### config.mk
export PLATFORM = sky130hd
export DESIGN_NAME = dispatch_buffer
export DESIGN_NICKNAME = d
export VERILOG_FILES = /design/src/rtl/disp_pkg.sv /design/src/rtl/fifo_2w2r.sv /design/src/rtl/dispatch_buffer.sv
export SDC_FILE = /design/constraint.sdc
export NUM_CORES = 1
export LEC_CHECK = 0
export ABC_AREA = 1
export BUFFER_PORTS_ARGS = -buffer_cell sky130_fd_sc_hd__buf_2
export CAP_MARGIN = 20
export CORE_UTILIZATION = 55
export DETAILED_ROUTE_END_ITERATION = 8
export PLACE_DENSITY = 0.82
export SYNTH_ARGS = -nofsm -noshare
export SYNTH_HDL_FRONTEND = slang
export SYNTH_SLANG_ARGS = --single-unit
### constraint.sdc
create_clock -name clk -period 3.95 [get_ports clk]
set_clock_uncertainty 0.1 [all_clocks]
set_input_delay 0.395 -clock clk [delete_from_list [all_inputs] [get_ports clk]]
set_output_delay 0.395 -clock clk [all_outputs]
set_load 0.02 [all_outputs]
### src/rtl/disp_pkg.sv
// Shared dispatch-path definitions: payload type, issue-queue size and the
// issue-count helper also used by the allocation stage.
package disp_pkg;

  localparam int INS_W    = 32;
  localparam int IQ_DEPTH = 16;

  typedef logic [INS_W-1:0] ins_t;

  function automatic logic [2:0] popcount4(input logic [3:0] v);
    return {2'b00, v[0]} + {2'b00, v[1]} + {2'b00, v[2]} + {2'b00, v[3]};
  endfunction

endpackage

### src/rtl/fifo_2w2r.sv
// Pointer-addressed instruction storage with two write and two read ports.
// Flow control and pointer management live in the owner.
module fifo_2w2r
  import disp_pkg::*;
#(
  parameter int DEPTH = 8,
  parameter int PTR_W = $clog2(DEPTH)
) (
  input  logic             clk,
  input  logic             rst_n,
  input  logic             we_1,
  input  logic             we_2,
  input  logic [PTR_W-1:0] wr_addr_1,
  input  logic [PTR_W-1:0] wr_addr_2,
  input  logic [INS_W-1:0] wr_data_1,
  input  logic [INS_W-1:0] wr_data_2,
  input  logic [PTR_W-1:0] rd_addr_1,
  input  logic [PTR_W-1:0] rd_addr_2,
  output logic [INS_W-1:0] rd_data_1,
  output logic [INS_W-1:0] rd_data_2
);

  ins_t mem_q [DEPTH];
  ins_t mem_d [DEPTH];

  always_comb begin
    mem_d = mem_q;
    if (we_1) mem_d[wr_addr_1] = wr_data_1;
    if (we_2) mem_d[wr_addr_2] = wr_data_2;
  end

  always_ff @(posedge clk or negedge rst_n) begin
    if (!rst_n) begin
      for (int i = 0; i < DEPTH; i++) mem_q[i] <= '0;
    end else begin
      mem_q <= mem_d;
    end
  end

  assign rd_data_1 = mem_q[rd_addr_1];
  assign rd_data_2 = mem_q[rd_addr_2];

endmodule

### src/rtl/dispatch_buffer.sv
// 2-wide in-order staging buffer between decode and issue-queue allocation;
// mirrors issue-queue occupancy so it never dispatches into a full queue.
module dispatch_buffer
  import disp_pkg::*;
#(
  parameter int BUF_DEPTH = 8
) (
  input  logic                         clk,
  input  logic                         rst_n,
  input  logic                         flush,
  input  logic                         dec_vld_1,
  input  logic                         dec_vld_2,
  input  logic [INS_W-1:0]             dec_ins_1,
  input  logic [INS_W-1:0]             dec_ins_2,
  output logic                         dec_stall,
  input  logic                         ins_in_1,
  input  logic                         ins_in_2,
  input  logic                         ins_in_3,
  input  logic                         ins_in_4,
  output logic                         ins_new_1_vld,
  output logic                         ins_new_2_vld,
  output logic [INS_W-1:0]             ins_new_1,
  output logic [INS_W-1:0]             ins_new_2,
  output logic [$clog2(BUF_DEPTH):0]   buf_count,
  output logic [$clog2(IQ_DEPTH):0]    iq_count
);

  localparam int PTR_W  = $clog2(BUF_DEPTH);
  localparam int BCNT_W = PTR_W + 1;
  localparam int ICNT_W = $clog2(IQ_DEPTH) + 1;

  logic [PTR_W-1:0]  rd_ptr_q, rd_ptr_d;
  logic [PTR_W-1:0]  wr_ptr_q, wr_ptr_d;
  logic [BCNT_W-1:0] buf_count_q, buf_count_d;
  logic [ICNT_W-1:0] iq_count_q, iq_count_d;
  logic [ICNT_W-1:0] iq_free;
  logic [ICNT_W-1:0] iq_after_issue;
  logic [ICNT_W-1:0] issued;
  logic [1:0]        n_disp;
  logic [1:0]        n_acc;

  assign issued = ICNT_W'(popcount4({ins_in_4, ins_in_3, ins_in_2, ins_in_1}));

  always_comb begin
    dec_stall = (BCNT_W'(BUF_DEPTH) - buf_count_q) < BCNT_W'(2);
    iq_free   = ICNT_W'(IQ_DEPTH) - iq_count_q;

    // Same-cycle issues are deliberately not credited; flush suppresses dispatch.
    n_disp = 2'd0;
    if (!flush && buf_count_q != '0 && iq_free != '0) begin
      if (buf_count_q == BCNT_W'(1) || iq_free == ICNT_W'(1)) n_disp = 2'd1;
      else                                                    n_disp = 2'd2;
    end

    n_acc = 2'd0;
    if (!flush && !dec_stall && dec_vld_1) n_acc = dec_vld_2 ? 2'd2 : 2'd1;

    if (flush) begin
      rd_ptr_d    = '0;
      wr_ptr_d    = '0;
      buf_count_d = '0;
    end else begin
      rd_ptr_d    = rd_ptr_q + PTR_W'(n_disp);
      wr_ptr_d    = wr_ptr_q + PTR_W'(n_acc);
      buf_count_d = buf_count_q + BCNT_W'(n_acc) - BCNT_W'(n_disp);
    end

    iq_after_issue = (issued > iq_count_q) ? '0 : iq_count_q - issued;
    iq_count_d     = iq_after_issue + ICNT_W'(n_disp);
  end

  always_ff @(posedge clk or negedge rst_n) begin
    if (!rst_n) begin
      rd_ptr_q    <= '0;
      wr_ptr_q    <= '0;
      buf_count_q <= '0;
      iq_count_q  <= '0;
    end else begin
      rd_ptr_q    <= rd_ptr_d;
      wr_ptr_q    <= wr_ptr_d;
      buf_count_q <= buf_count_d;
      iq_count_q  <= iq_count_d;
    end
  end

  fifo_2w2r #(.DEPTH(BUF_DEPTH)) u_fifo (
    .clk       (clk),
    .rst_n     (rst_n),
    .we_1      (n_acc != 2'd0),
    .we_2      (n_acc == 2'd2),
    .wr_addr_1 (wr_ptr_q),
    .wr_addr_2 (wr_ptr_q + PTR_W'(1)),
    .wr_data_1 (dec_ins_1),
    .wr_data_2 (dec_ins_2),
    .rd_addr_1 (rd_ptr_q),
    .rd_addr_2 (rd_ptr_q + PTR_W'(1)),
    .rd_data_1 (ins_new_1),
    .rd_data_2 (ins_new_2)
  );

  assign ins_new_1_vld = n_disp != 2'd0;
  assign ins_new_2_vld = n_disp == 2'd2;
  assign buf_count     = buf_count_q;
  assign iq_count      = iq_count_q;

  // Protocol violations from upstream or from the issue side.
  always @(posedge clk) begin
    if (rst_n) begin
      assert (!(issued > iq_count_q))
        else $error("dispatch_buffer: more issues than tracked iq entries");
      assert (!(dec_vld_2 && !dec_vld_1))
        else $error("dispatch_buffer: dec_vld_2 without dec_vld_1");
    end
  end

endmodule
Word level (Yosys, flattened, before mapping) --
Cells that the tools add are included.
Operators by class: multipliers 0, bitwise gates (word level) 4, eq/ne operators 4, magnitude comparators 8, shift-type cells 0, divide/modulo/power cells 0, multiplexer cells 22, reduce and logical (&&, ||, !) cells 13, $add $sub $neg 13
Operators by type and width (count):
- $bwmux 256 | 2
- $mux 256 | 2
- $bmux 32 s3 | 2
- $demux 32 s3 | 2
- $mux 32 | 6
- $ge 4x4->1 const B | 4
- $not 3->4 | 4
- $lt 4x1->1 const B | 2
- $mux 2 | 4
- $add 3x1->3 const B | 2
- $add 3x2->3 | 2
- $logic_and 1x1->1 | 6
- $mux 3 | 2
- $add 5x2->5 | 1
- $eq 5x1->1 const B | 1
- $gt 3x5->1 | 1
- $mux 5 | 1
- $reduce_bool 5->1 | 1
- $sub 5x3->5 | 1
- $sub 5x5->5 const A | 1
- $add 4x2->4 | 1
- $eq 2x2->1 const B | 2
- $eq 4x1->1 const B | 1
- $lt 4x2->1 const B | 1
- other kinds (10) | 12
Word-level totals: logic and storage cells 76, input bits 73, memories 0, memory bits (read-only) 0, bits in latches 0, flip-flop bits (word level) 271, memory bits (writable) 0, output and inout port bits 76

Longest topological paths before layout --
depth in word-level cells 10, mapped depth 17, depth with buffers taken out 16

Hierarchy --
A second synthesis with hierarchy kept.
Second synthesis, totals: cell total of the unflattened synthesis 3366, area, all modules 19949.1 um^2
Modules (own cells, without submodules):
- fifo_2w2r | instances 1, seq. area each 6406.1 um^2, area an instance 18695.4 um^2, cells an instance 3216
- dispatch_buffer | instances 1, seq. area each 375.4 um^2, area an instance 1253.7 um^2, cells an instance 150

Worst setup path before layout --
No wires, ideal clock.
path kind input -> register, start in ins_in_1, end reg iq_count_q[2] (netlist: iq_count[2]), cell stages on the path 13, arrival 2.804 ns, library setup time 0.123 ns, slack 0.923 ns, data required time 3.727 ns, buffers on the path 0, cells stage by stage fa_1 -> ha_1 -> ha_1 -> inv_1 -> ha_1 -> nand3b_1 -> nand3_1 -> inv_1 -> or2_2 -> inv_1 -> ha_1 -> fa_1 -> xnor2_1
Between the ends: word-level cells in the longest chain between the ends 6, elaborated cells on any way between the ends 7, classes of those cells 5 x add/sub; 1 x order compare; 1 x mux
RTL lines:
- start, declared | RTL line dispatch_buffer.sv:16 | input logic ins_in_1,
- $add 1x1->2 (*) | RTL line disp_pkg.sv:11 | return {2'b00, v[0]} + {2'b00, v[1]} + {2'b00, v[2]} + {2'b00, v[3]};
- $add 2x1->3 (*) | RTL line disp_pkg.sv:11
- $add 3x1->3 (*) | RTL line disp_pkg.sv:11
- $sub 5x3->5 / $gt 3x5->1 (equally long branches) | RTL line dispatch_buffer.sv:68 | iq_after_issue = (issued > iq_count_q) ? '0 : iq_count_q - issued;
- $mux 5 (*) | RTL line dispatch_buffer.sv:68
- $add 5x2->5 (*) | RTL line dispatch_buffer.sv:69 | iq_count_d = iq_after_issue + ICNT_W'(n_disp);
- named net iq_count_d[2] | RTL line dispatch_buffer.sv:35 | logic [ICNT_W-1:0] iq_count_q, iq_count_d;
- end signal, assigned | RTL line dispatch_buffer.sv:82 | iq_count_q <= iq_count_d;
- end, declared | RTL line dispatch_buffer.sv:35
Mark *: on every way through the listed nets, which the timed path passes. The rest lies on a longest branch.

Worst setup path in the final report --
start reg rd_ptr_q[0], end out ins_new_2[26]
Between the ends: word-level cells in the longest chain between the ends 5
RTL lines:
- start, declared | RTL line dispatch_buffer.sv:32 | logic [PTR_W-1:0] rd_ptr_q, rd_ptr_d;
- start signal, assigned | RTL line dispatch_buffer.sv:79 | rd_ptr_q <= rd_ptr_d;
- $add 3x1->3 | RTL line dispatch_buffer.sv:96 | .rd_addr_2 (rd_ptr_q + PTR_W'(1)),
- $not 3->4 (implied by the code) | RTL line fifo_2w2r.sv:41 | assign rd_data_2 = mem_q[rd_addr_2];
- $bmux 32 s3 | RTL line fifo_2w2r.sv:41
- $mux 32 (implied by the code) (2 in series) | RTL line fifo_2w2r.sv:41
- end, declared | RTL line dispatch_buffer.sv:23 | output logic [INS_W-1:0] ins_new_2,
Every way passes these cells. The select of a mux whose other input is x is not followed.

==> results.yml <==
routing:
  via_count: 24500
  firstDrtPassIters: 7
  viasPerCell: 5.89
  wl_per_cell_um: 18.1
  drtAntennaViolNets: 0
  drcViolationCount: 0
  drtIter0Drc: 3211
  wl_mm: 75.2
floorplanning:
  num_io_pins: 149
  initial_core_util_pct: 56.3
  dieArea_mm2: 0.0407
  std_cell_rows: 72
  die_w_um: 202
  core-area_mm2: 0.0390
  die_h_um: 202
power_and_ir_drop:
  ir_worst_vdd_mv: 0.687
  p_seq_share_pct: 26.6
  switching_share_pct: 50.3
  p_leak_nw: 11.8
  p_sw_w: 0.00916
  p_per_area_mw_per_mm2: 771
  combPwrFrac_pct: 55.2
  p_clk_share_pct: 18.2
  p_int_w: 0.00906
timing:
  tightest_slew_ns: 1.07
  slew_headroom_pct: 28.7
  setup_viol: 0
  rsz0062_at_grt: "false"
  finalHoldViolations: 0
  tns_ns: 0
  period_minus_slack_ns: 3.42
  finalCritPeriodShare_pct: 86.6
  slew_violations: 0
  max_freq_mhz: 292
logic_synthesis:
  synth-simple-area-share_pct: 38.4
  netlist_instances: 3678
  synth_top_family_by_area: "simple AND/OR/NAND/NOR gates"
  synth-seq-area-share_pct: 30.9
  avgSynthCellArea_um2: 5.97
  synth_xor_area_share_pct: 0.319
  synth_area_leaders: "dfrtp_1 31%, nor2_1 16%, nand2_1 15%"
  synth_largest_area_cell: "dfrtp_1"
  synth.area.mux_share_pct: 0
  synth_warnings: 0
  synth_fp_nets: 3776
  synth_fa_ha_area_share_pct: 1.66
  ys_types: 29
  synth_top_area_share_pct: 30.9
  ys_ff_latch: 271
  synth_compound_area_share_pct: 18.5
  syn_area_mm2: 0.0219
worst_setup_path:
  critPathMaxFanout: 35
  timing.rr.start: "buf_count[0]$_DFF_PN0_"
  cp_slowest_stage_delay_ns: 0.59
  startpoint: "rd_ptr_q[0]$_DFF_PN0_"
  crit_path_end_kind: "primary output"
  crit_chain: "ha_4 -> buf_4 -> o21ai_0 -> o21ai_0 -> nor2_1 -> a31oi_1 -> buf_2"
  arrival_ns: 2.92
  crit_top_cell: "o21ai_0"
  cp.required_ns: 3.45
  slowest_stage: "ha_4"
  worst_setup_path_start_kind: "flip-flop"
  worstSetupPathType: "flip-flop to primary output"
global_routing:
  antenna_found_initial: 0
  grt_use_total_pct: 36.3
  grt_max_degree: 258
  gr-total-overflow: 0
  grt_pass1_vias: 22200
  grt_pass1_wl_mm: 120
clocking:
  cts_buffers: 35
  h-tree-depth: 2
  clock-sinks: 271
  cts_buffer_depth: 3
  cts_root_buf: "clkbuf_16"
  clkTransAtPathRegs_ns: 0.06
  cts_tree: "yes"
  insertion_delay_ns: 0.53
  ctsResizeCount: 0
flow_run:
  maxCapViolCount: 0
run_status:
  status: "finished clean"
layout:
  nets: 3710
  antenna_cells: 0
  area_growth_pct: 7.76
  drive_gt1_share_pct: 8.50
  fillCellCount: 3680
  final_cell_area_mm2: 0.0236
placed_design:
  globalplace.congestion: 0.847
  dp_hpwl_mm: 43.9
  io_buffer_count: 148
  dpl-instance-area_mm2: 0.0224
hold_path:
  hold_path_class: "primary input to flip-flop"
  min_from: "dec_ins_2[3]"
path summary, 6_finish.rpt:
kind                                                to  slack, ns  cells past startpoint
setup / recovery                         ins_new_2[26]       0.53                      7
hold / removal              u_fifo.mem_q[35]$_DFF_PN0_       0.11                      3
setup reg to reg                buf_count[2]$_DFF_PN0_       0.97                     15
hold reg to reg             u_fifo.mem_q[35]$_DFF_PN0_       0.50                      4
max in group asynchronous  u_fifo.mem_q[115]$_DFF_PN0_       2.33                      3
min in group asynchronous       buf_count[3]$_DFF_PN0_       0.39                      2
area by class of cell:
cell class              instances  area (um^2)  share of cell area, %
clock buffers                  54         1080                   4.57
clock inverters                 7         87.6                  0.370
inverters                     177          673                   2.85
multi-input cells            2913        13000                   54.9
flip-flops and latches        271         6790                   28.7
well taps                     518          648                   2.74
repair buffers                214         1390                   5.89
cell usage after synthesis, drive strengths merged:
cell,number
a21oi,165
a31oi,64
buf,172
clkbuf,145
dfrtp,271
fa,7
ha,18
inv,177
nand2,852
nand3,272
nand3b,1
nand4,8
nor2,967
nor3,1
o211ai,33
o21ai,515
or2,2
xnor2,4
xor2,4
critical path: cells and delay by family, from the launching register on:
kind / cells / cell delay (ns)
buffers and inverters: 2 / 0.59
AO/OA/AOI/OAI: 3 / 0.59
adder cells (fa/ha/maj): 1 / 0.59
flip-flops: 1 / 0.53
AND/OR/NAND/NOR: 1 / 0.07
per-stage QoR:
| step | util [%] | cells | hold slack [ns] | setup slack, ns | power [W] |
|---|---|---|---|---|---|
| floorplan | - | 3678 | -0.000591 | 0.923 | 0.0119 |
| global placement | 57.5 | 4090 | 0.409 | 0.696 | 0.0145 |
| detailed placement | 57.5 | 4091 | 0.406 | 0.672 | 0.0147 |
| CTS | 60.6 | 4153 | 0.0968 | 0.578 | 0.0180 |
| global route | 60.6 | 4154 | 0.118 | 0.362 | 0.0196 |
| finish | 60.6 | 4154 | 0.108 | 0.530 | 0.0182 |
layout by cell type (no fill, tap or decap), types with 54 or more instances in the layout:
master     n
buf_2    147
o21ai_0  515
a21oi_1  165
a31oi_1   64
nor2_1   958
dfrtp_1  268
nand3_1  264
inv_1    169
buf_4     54
nand2_1  849
routing by layer:
metal	vias up	share of wire, %	wire length (um)	track usage (%)
met3	196	12	9030	6.19
li1	11700	-	-	-
met2	1562	44	33000	56.3
met5	-	0	0	0
met4	0	3.4	2540	14.9
met1	11000	41	30600	50.3
logic make-up (layout without fill, tap and decap cells):
group,after synthesis,after routing
AO/OA/AOI/OAI,777,777
XOR/XNOR,8,8
adder cells (fa/ha/maj),25,25
buffers and inverters,494,452
flip-flops,271,271
AND/OR/NAND/NOR,2103,2103
power by group through the flow:
stage,clock [W],sequential [W],combinational [W]
4_1_cts,0.00331,0.00480,0.00988
3_3_place_gp,0,0.00481,0.00965
2_1_floorplan,0,0.00465,0.00727
3_5_place_dp,0,0.00484,0.00982
6_report,0.00331,0.00485,0.0101
5_1_grt,0.00342,0.00499,0.0111
registers in the layout (all words and copies together) (netlist names):
register and flops:
wr_ptr_q 3, rd_ptr_q 3, u_fifo.mem_q 256, iq_count 5
buf_count 4
timing repair:
action,CTS,global route
setup buffers,0,0
endpoints found under the hold margin,95,0
hold buffers,1,0
Power figures use the tool's default switching activity.
